`config.mk`:
```
export PLATFORM = sky130hd
export DESIGN_NAME = timer_bank
export DESIGN_NICKNAME = d
export VERILOG_FILES = /design/src/rtl/timer_bank.sv
export SDC_FILE = /design/constraint.sdc
export NUM_CORES = 1
export LEC_CHECK = 0
export CAP_MARGIN = 25
export CORE_ASPECT_RATIO = 1.4
export CORE_MARGIN = 10
export CORE_UTILIZATION = 45
export DETAILED_ROUTE_END_ITERATION = 12
export PLACE_DENSITY_LB_ADDON = 0.15
export SYNTH_ARGS = -nofsm -noshare
export SYNTH_HDL_FRONTEND = slang
export SYNTH_SLANG_ARGS = --single-unit
```
`constraint.sdc`:
```
create_clock -name clk -period 5.3 [get_ports clk]
set_clock_uncertainty 0.15 [all_clocks]
set_input_delay 0.53 -clock clk [delete_from_list [all_inputs] [get_ports clk]]
set_output_delay 0.53 -clock clk [all_outputs]
set_load 0.03 [all_outputs]
```
`src/rtl/timer_bank.sv`:
```
// timer_bank: memory-mapped 64-bit machine timer with prescaler, NUM_CMP
// compare channels, sticky W1C pending bits and per-channel interrupt enables.
// Optional build macro: TIMER_SNAPSHOT_EN -- a MTIME_LO read latches
// mtime[63:32] so a following MTIME_HI read returns a coherent pair.
module timer_bank #(
   parameter logic [31:0] BASE_ADDR  = 32'hFFFF0000,
   parameter int          NUM_CMP    = 4,
   parameter int          PRESCALE_W = 16
) (
   input  logic                clk,
   input  logic                rst,
   input  logic [31:0]         address,
   input  logic [31:0]         write_data,
   input  logic                write_enable,
   output logic [31:0]         read_data,
   output logic [NUM_CMP-1:0]  interrupt
);

   logic [31:0]           offset;
   logic                  in_win;
   logic [5:0]            word;
   logic                  sel_lo, sel_hi, sel_ctrl, sel_pend, sel_irqen;
   logic [NUM_CMP-1:0]    sel_cmp_lo, sel_cmp_hi;

   logic [63:0]           mtime;
   logic [63:0]           cmp [NUM_CMP];
   logic                  en;
   logic [PRESCALE_W-1:0] div;
   logic [PRESCALE_W-1:0] pcount;
   logic [NUM_CMP-1:0]    pending;
   logic [NUM_CMP-1:0]    irq_en;
   logic [NUM_CMP-1:0]    match;
   logic                  tick;
   logic [31:0]           hi_rd;
   logic [NUM_CMP-1:0]    pend_clr;

   // Word decode of the register window; non-word-aligned addresses map nowhere.
   always_comb begin
      offset     = address - BASE_ADDR;
      in_win     = (offset[31:8] == 24'd0) && (offset[1:0] == 2'b00);
      word       = offset[7:2];
      sel_lo     = in_win && (word == 6'd0);
      sel_hi     = in_win && (word == 6'd1);
      sel_ctrl   = in_win && (word == 6'd2);
      sel_pend   = in_win && (word == 6'd3);
      sel_irqen  = in_win && (word == 6'd4);
      sel_cmp_lo = '0;
      sel_cmp_hi = '0;
      for (int i = 0; i < NUM_CMP; i++) begin
         sel_cmp_lo[i] = in_win && (word == 6'(8 + 2*i));
         sel_cmp_hi[i] = in_win && (word == 6'(9 + 2*i));
      end
   end

   // Prescaler terminal count; EN low suppresses the tick entirely.
   always_comb begin
      tick = en && (pcount == div);
   end

   // Control register, prescale counter and mtime; a bus write to either
   // mtime half takes precedence over the increment of that cycle.
   always_ff @(posedge clk) begin
      if (rst) begin
         mtime  <= '0;
         pcount <= '0;
         en     <= 1'b1;
         div    <= '0;
      end else begin
         if (write_enable && sel_ctrl) begin
            en  <= write_data[0];
            div <= write_data[16 +: PRESCALE_W];
         end
         if (write_enable && (sel_lo || sel_hi || sel_ctrl))
            pcount <= '0;
         else if (en)
            pcount <= tick ? '0 : pcount + PRESCALE_W'(1);
         if (write_enable && sel_lo)
            mtime[31:0] <= write_data;
         if (write_enable && sel_hi)
            mtime[63:32] <= write_data;
         if (!(write_enable && (sel_lo || sel_hi)) && tick)
            mtime <= mtime + 64'd1;
      end
   end

   // Compare registers, written a half at a time.
   always_ff @(posedge clk) begin
      for (int i = 0; i < NUM_CMP; i++) begin
         if (rst)
            cmp[i] <= '1;
         else begin
            if (write_enable && sel_cmp_lo[i]) cmp[i][31:0]  <= write_data;
            if (write_enable && sel_cmp_hi[i]) cmp[i][63:32] <= write_data;
         end
      end
   end

   // Unsigned compare against the registered mtime.
   always_comb begin
      match = '0;
      for (int i = 0; i < NUM_CMP; i++)
         match[i] = (mtime >= cmp[i]);
   end

   // Write-one-to-clear mask for the pending bits.
   always_comb begin
      pend_clr = (write_enable && sel_pend) ? write_data[NUM_CMP-1:0] : '0;
   end

   // Sticky pending bits (set beats clear) and interrupt enables.
   always_ff @(posedge clk) begin
      if (rst) begin
         pending <= '0;
         irq_en  <= '0;
      end else begin
         pending <= match | (pending & ~pend_clr);
         if (write_enable && sel_irqen)
            irq_en <= write_data[NUM_CMP-1:0];
      end
   end

`ifdef TIMER_SNAPSHOT_EN
   logic [31:0] snapshot;

   // Latch the upper half whenever software reads the lower half.
   always_ff @(posedge clk) begin
      if (rst)
         snapshot <= '0;
      else if (sel_lo && !write_enable)
         snapshot <= mtime[63:32];
   end

   assign hi_rd = snapshot;
`else
   assign hi_rd = mtime[63:32];
`endif

   // Combinational read mux; unmapped words and unused bits read as zero.
   always_comb begin
      read_data = '0;
      if (sel_lo)    read_data = mtime[31:0];
      if (sel_hi)    read_data = hi_rd;
      if (sel_ctrl) begin
         read_data[0]                 = en;
         read_data[16 +: PRESCALE_W]  = div;
      end
      if (sel_pend)  read_data[NUM_CMP-1:0] = pending;
      if (sel_irqen) read_data[NUM_CMP-1:0] = irq_en;
      for (int i = 0; i < NUM_CMP; i++) begin
         if (sel_cmp_lo[i]) read_data = cmp[i][31:0];
         if (sel_cmp_hi[i]) read_data = cmp[i][63:32];
      end
   end

   assign interrupt = pending & irq_en;

endmodule

```
## After elaboration in Yosys (flattened, before gate mapping)

Memory sizes are Yosys's and may differ from the RTL's.
Index checks and enable logic that the tools add are counted.
W data, S select, Z words.

- Flip-flop bits (word level): 105
- Bits in latches: 0
- Bits in writable memories: 256
- Memory bits (read-only): 0
- Logic and storage cells: 133
- Memories: 1

Memory list:

| memory | depth | width | read ports | clocked after Yosys merged registers in | wr ports | RTL line | text |
|---|---|---|---|---|---|---|---|
| cmp | 4 | 64 | 4 | 0 | 4 | 26 | `logic [63:0] cmp [NUM_CMP];` |

- Add/subtract/negate cells: 3
- Multipliers: 0
- Div/mod/pow operators: 0
- Order comparisons: 4
- Equality and inequality tests: 13
- Shifts and indexed selects: 0
- Mux-type cells: 53
- Bitwise logic cells: 12
- Reduce and logical (&&, ||, !) cells: 40

Operators by type and width:

| cell | count |
|---|---|
| $mux W32 | 20 |
| $ge A64 B64 Y1 | 4 |
| $add A64 B1 Y64 const B | 1 |
| $mux W64 | 1 |
| $eq A6 B4 Y1 const B | 8 |
| $mux W16 | 2 |
| $sub A32 B32 Y32 const B | 1 |
| $logic_and A1 B1 Y1 | 31 |
| $mux W1 | 27 |
| $logic_not A24 Y1 | 1 |
| $add A16 B1 Y16 const B | 1 |
| $eq A16 B16 Y1 | 1 |
| $eq A6 B2 Y1 const B | 2 |
| $mux W4 | 3 |
| $and A4 B4 Y4 | 2 |
| $or A1 B1 Y1 | 8 |
| $eq A6 B1 Y1 const B | 1 |
| $eq A6 B3 Y1 const B | 1 |
| $logic_not A6 Y1 | 1 |
| $not A4 Y4 | 1 |
| $or A4 B4 Y4 | 1 |
| $reduce_bool A2 Y1 | 2 |
| $logic_not A2 Y1 | 1 |
| $logic_or A1 B1 Y1 | 2 |
| other kinds (2) | 2 |

## Depth between registers and ports, before layout

- Depth after elaboration: 17
- Gate-level depth with buffers: 11
- Gate-level depth less buffers: 11

## Worst setup path after synthesis

No wires, ideal clock.

- Path type: input -> output
- From: input port address[9]
- To: output port read_data[14]
- Data arrival time: 3629 ps
- Data required time: 4620 ps
- Setup slack: 991 ps
- Cell stages on the path: 10
- Cells stage by stage: or4_1 a221oi_2 nand4_1 or4_1 clkbuf_1 nor3_4 buf_2 a21o_1 o21ai_0 a222oi_1

- Word-level cells in the longest chain between the ends: 14

Ends and longest elaborated chain:

| item | RTL line | text |
|---|---|---|
| start, declared | 12 | `input logic [31:0] address,` |
| $sub A32 B32 Y32 (*) | 39 | `offset = address - BASE_ADDR;` |
| $logic_not A24 Y1 (*) | 40 | `in_win = (offset[31:8] == 24'd0) && (offset[1:0] == 2'b00);` |
| $logic_and A1 B1 Y1 (*) | 40 |  |
| $logic_and A1 B1 Y1 | 42 | `sel_lo = in_win && (word == 6'd0);` |
| $mux W32 | 141 | `if (sel_lo) read_data = mtime[31:0];` |
| $mux W32 | 142 | `if (sel_hi) read_data = hi_rd;` |
| $mux W32 | 150 | `if (sel_cmp_lo[i]) read_data = cmp[i][31:0];` |
| $mux W32 | 151 | `if (sel_cmp_hi[i]) read_data = cmp[i][63:32];` |
| $mux W32 | 150 |  |
| $mux W32 | 151 |  |
| $mux W32 | 150 |  |
| $mux W32 | 151 |  |
| $mux W32 | 150 |  |
| $mux W32 (*) | 151 |  |
| end, declared | 15 | `output logic [31:0] read_data,` |

Mark *: on every way between the ends. The rest lies on a longest branch, timed or not.

## Worst setup path after layout

- From: input port address[9]
- To: output port read_data[16]

- Word-level cells in the longest chain between the ends: 15

Ends and longest elaborated chain:

| item | RTL line | text |
|---|---|---|
| $sub A32 B32 Y32 (*) | 39 |  |
| $logic_not A24 Y1 (*) | 40 |  |
| $logic_and A1 B1 Y1 (*) | 40 |  |
| $logic_and A1 B1 Y1 | 42 |  |
| $mux W32 | 141 |  |
| $mux W32 | 142 |  |
| $mux W16 | 143 | `if (sel_ctrl) begin` |
| $mux W32 | 150 |  |
| $mux W32 | 151 |  |
| $mux W32 | 150 |  |
| $mux W32 | 151 |  |
| $mux W32 | 150 |  |
| $mux W32 | 151 |  |
| $mux W32 | 150 |  |
| $mux W32 (*) | 151 |  |

Marks and branches as above.

==> summary.md <==
| Metric | Value |
|---|---|
| Vias | 21700 |
| M3 GR Usage | under 10% |
| GRT Max-Usage Layer | met2 |
| Via count of the first global-routing pass | 21700 |
| Tmin final | ~5000 ps |
| Status | finished, final reports clean |
| Final #Nets | around 3000 |
| Worst-Margin Slew | 1070 ps |
| Area delta synth->final | 15.1% |
| Endpoints failing setup | 0 |
| Worst Setup End Kind | primary output |
| Asr flop ratio synth | 0% |
| Synth Area per Inst | 9.41 um^2 |
| EDFF count, synth | 256 |
| Flop and latch count out of synthesis | 361 |
| Clock latency on the worst-skew pair | roughly 580 ps |
| GR Util met1 | 33.0% |
| PwrDens | 232 mW/mm^2 |
| Post-route ant nets | 0 |
| CP Class | in -> out |
| DRC errors left | 0 |
| Core box area | 0.0533 mm^2 |
| Most frequent cell after synthesis | inv_1 |
| Critical path peak fanout | 4 |
| Rel. slew slack | 28.3% |
| Met2 GRT Util | 49.3% |
| Fmax | 195 MHz |
| Clock H-tree levels | 2 |
| Drt first pass iters | 8 |
| Final WS setup | 181 ps |
| Unrepaired setup endpoints after global routing | no |
| Worst min-delay path category | in -> reg |
| DIE AREA | 0.0638 mm^2 |
| Slowest CP cell | or4_1 |
| Largest cells by area after synthesis | edfxtp_1 32%, ha_1 13%, dfxtp_1 8.7% |
| Longest Clk Path Bufs | 3 |
| Pre-CTS setup slack | 105 ps |
| # IOs | 103 |
| GPL Wtd Cong | approximately 1 |
| Dominant synthesized flop cell | edfxtp_1 |
| Largest net degree at the start of global routing | 70 |
| # diodes | 0 |
| Worst VDD drop | roughly 0.26 mV |
| Data arrival time of the critical path | roughly 4400 ps |
| Setup TNS | 0 ps |
| Share of the synthesized area in the top cell type | approximately a third |
| Hold Fails Final Rpt | 0 |
| Unique masters post-synth | 78 |
| Synth Instances | between 2000 and 3000 |
| Crit share post-route | slightly below 100% |
| Die Y-Extent | approximately 290 um |
| Vias per cell | 6.36 |
| Most instantiated cells after synthesis | 275 x inv_1, 258 x ha_1, 256 x edfxtp_1, 167 x nand2b_1, 155 x a21oi_1 |
| Worst-path clk slew | 70 ps |
| Initial antenna violation count | 2 |
| Clock sink count | 361 |
| Routed wire length | a little under 100000 um |
| Tot Pwr | 6.49 mW |
| Sequential area share after synthesis | between 40% and 50% |
| Yosys warns | 0 |
| Fillers | between 4000 and 5000 |
| Post-Syn Area | 0.0243 mm^2 |
| CP Cell Sequence | clkdlybuf4s50_1 > or4_1 > a221oi_2 > nand4_1 > or4_1 > buf_4 > nor2_1 > o2111ai_1 > o311a_1 > o2bb2ai_1 > buf_12 |
| Crit start category | input pin |
| Initial drt markers | between 2000 and 2500 |
| Leak | 11.6 nW |
| Layout cells sized above 1 | 9.45% |
| # hold bufs at CTS | 0 |
| Wire per inst | 28.6 um |
| Dpl hpwl | between 70000 and 80000 um |
| Total GRT Usage | 29.8% |
| Synthesized Nets | 2906 |
| Worst Path Required | roughly 4600 ps |
| Initial Utilization | 45.5% |
| Fin. max-slew vios | 0 |
| PortBufs | ~100 |
| Row cnt | 100 |
| CTS tree | done |
| GR Overflow Total | 0 |
| CP peak stage delay | 780 ps |
| Inserted Clock Buffers | 39 |
| Crit-path most repeated cell | or4_1 |
| Die width | 216 um |
| Number of max-cap violations | 0 |
| First-pass GRT wire length | between 100000 and 150000 um |
| Clock root buffer | clkbuf_16 |
| Largest area contributor in the netlist | edfxtp_1 |
-- worst max-delay path: cells and delay by family --
family,cells,cell delay [ps]
compound gates,4,1040
buf+inv,3,810
simple gates,4,2040
-- layout make-up --
cell class              instances  area, um^2  area share [%]
repair buffers                205        2120            7.57
flip-flops and latches        361        9790            35.0
multi-input cells            1786       12900            46.1
clock buffers                  60        1160            4.15
inverters                     276        1040            3.71
well taps                     714         893            3.20
clock inverters                11        56.3           0.201
-- per-stage QoR --
stage | utilization, % | hold slack [ps] | instance area (um^2) | std cells
2_1_floorplan | - | 321 | 24300 | 2581
3_3_place_gp | 50.2 | 338 | 26700 | 3342
3_5_place_dp | 50.2 | 345 | 26700 | 3342
4_1_cts | 52.4 | 256 | 27900 | 3413
5_1_grt | 52.4 | 293 | 28000 | 3413
6_report | 52.4 | 286 | 28000 | 3413
-- power breakdown --
group          switching (mW)  internal, mW  leakage [nW]
Combinational           0.388         0.201          7.57
Sequential             0.0604          3.12          3.43
Clock                    1.22          1.51         0.586
Total                    1.66          4.83          11.6
-- registers in the layout (all words and copies together) (netlist names) --
name and count:
cmp 256, mtime 64, div 16, pcount 16, irq_en 4, pending 4
en 1
-- placed cells by master (no fill, tap or decap), types with 11 or more instances in the layout --
cell type | Yosys | layout
mux2i_1 | 28 | 28
inv_1 | 275 | 275
ha_1 | 258 | 258
buf_12 | 0 | 33
o211ai_1 | 20 | 20
a2bb2oi_1 | 23 | 23
nor3_1 | 36 | 32
nand3_1 | 78 | 78
mux4_2 | 17 | 17
and2_1 | 15 | 15
nor2_1 | 149 | 149
a221oi_1 | 13 | 13
nor4_1 | 16 | 15
a222oi_1 | 29 | 29
edfxtp_1 | 256 | 256
o21ai_0 | 117 | 117
a211oi_1 | 15 | 15
clkbuf_16 | 0 | 42
or3_1 | 110 | 110
dfxtp_1 | 105 | 105
clkdlybuf4s50_1 | 0 | 67
buf_4 | 1 | 104
xor2_1 | 20 | 20
nand4_1 | 64 | 64
a2111oi_0 | 13 | 13
o22ai_1 | 19 | 19
a22oi_1 | 37 | 37
nand2b_1 | 167 | 166
clkbuf_1 | 133 | 13
nand2_1 | 140 | 140
and3_1 | 20 | 20
a21oi_1 | 155 | 154
a21o_1 | 55 | 51
xnor2_1 | 11 | 11
-- logic make-up (layout without fill, tap and decap cells) --
kind of cell               Yosys count  after routing  synth area share, %
AOI/OAI and AO/OA                  595            595                 16.4
xor gates and xnor gates            31             31                 1.12
adders and majority gates          258            258                 13.3
buffers and inverters              434            552                 6.81
DFF                                361            361                 40.3
muxes                               55             55                 3.20
and+or+nand+nor                    847            847                 18.8
-- per-layer routing --
metal	share of wire, %	up-vias	wire [um]
li1	-	9647	-
met1	35	10400	34100
met2	47	1249	46100
met3	9.1	375	8850
met4	8.8	4	8610
met5	0.032	-	31
-- path summary, 6_finish.rpt --
check,startpoint,to,slack [ps],cells past startpoint
max,address[9],read_data[16],180,11
min,rst,mtime[18]$_SDFFE_PP0P_,290,2
max reg2reg,mtime[0]$_SDFFE_PP0P_,pending[2]$_SDFF_PP0_,530,11
min reg2reg,mtime[0]$_SDFFE_PP0P_,mtime[0]$_SDFFE_PP0P_,370,2
-- what timing repair did --
item                                    CTS  global route
gates resized for setup                   0             1
buffers inserted                          0             0
endpoints found under the setup margin    0             4
No activity file was read; power rests on OpenSTA's default activity.
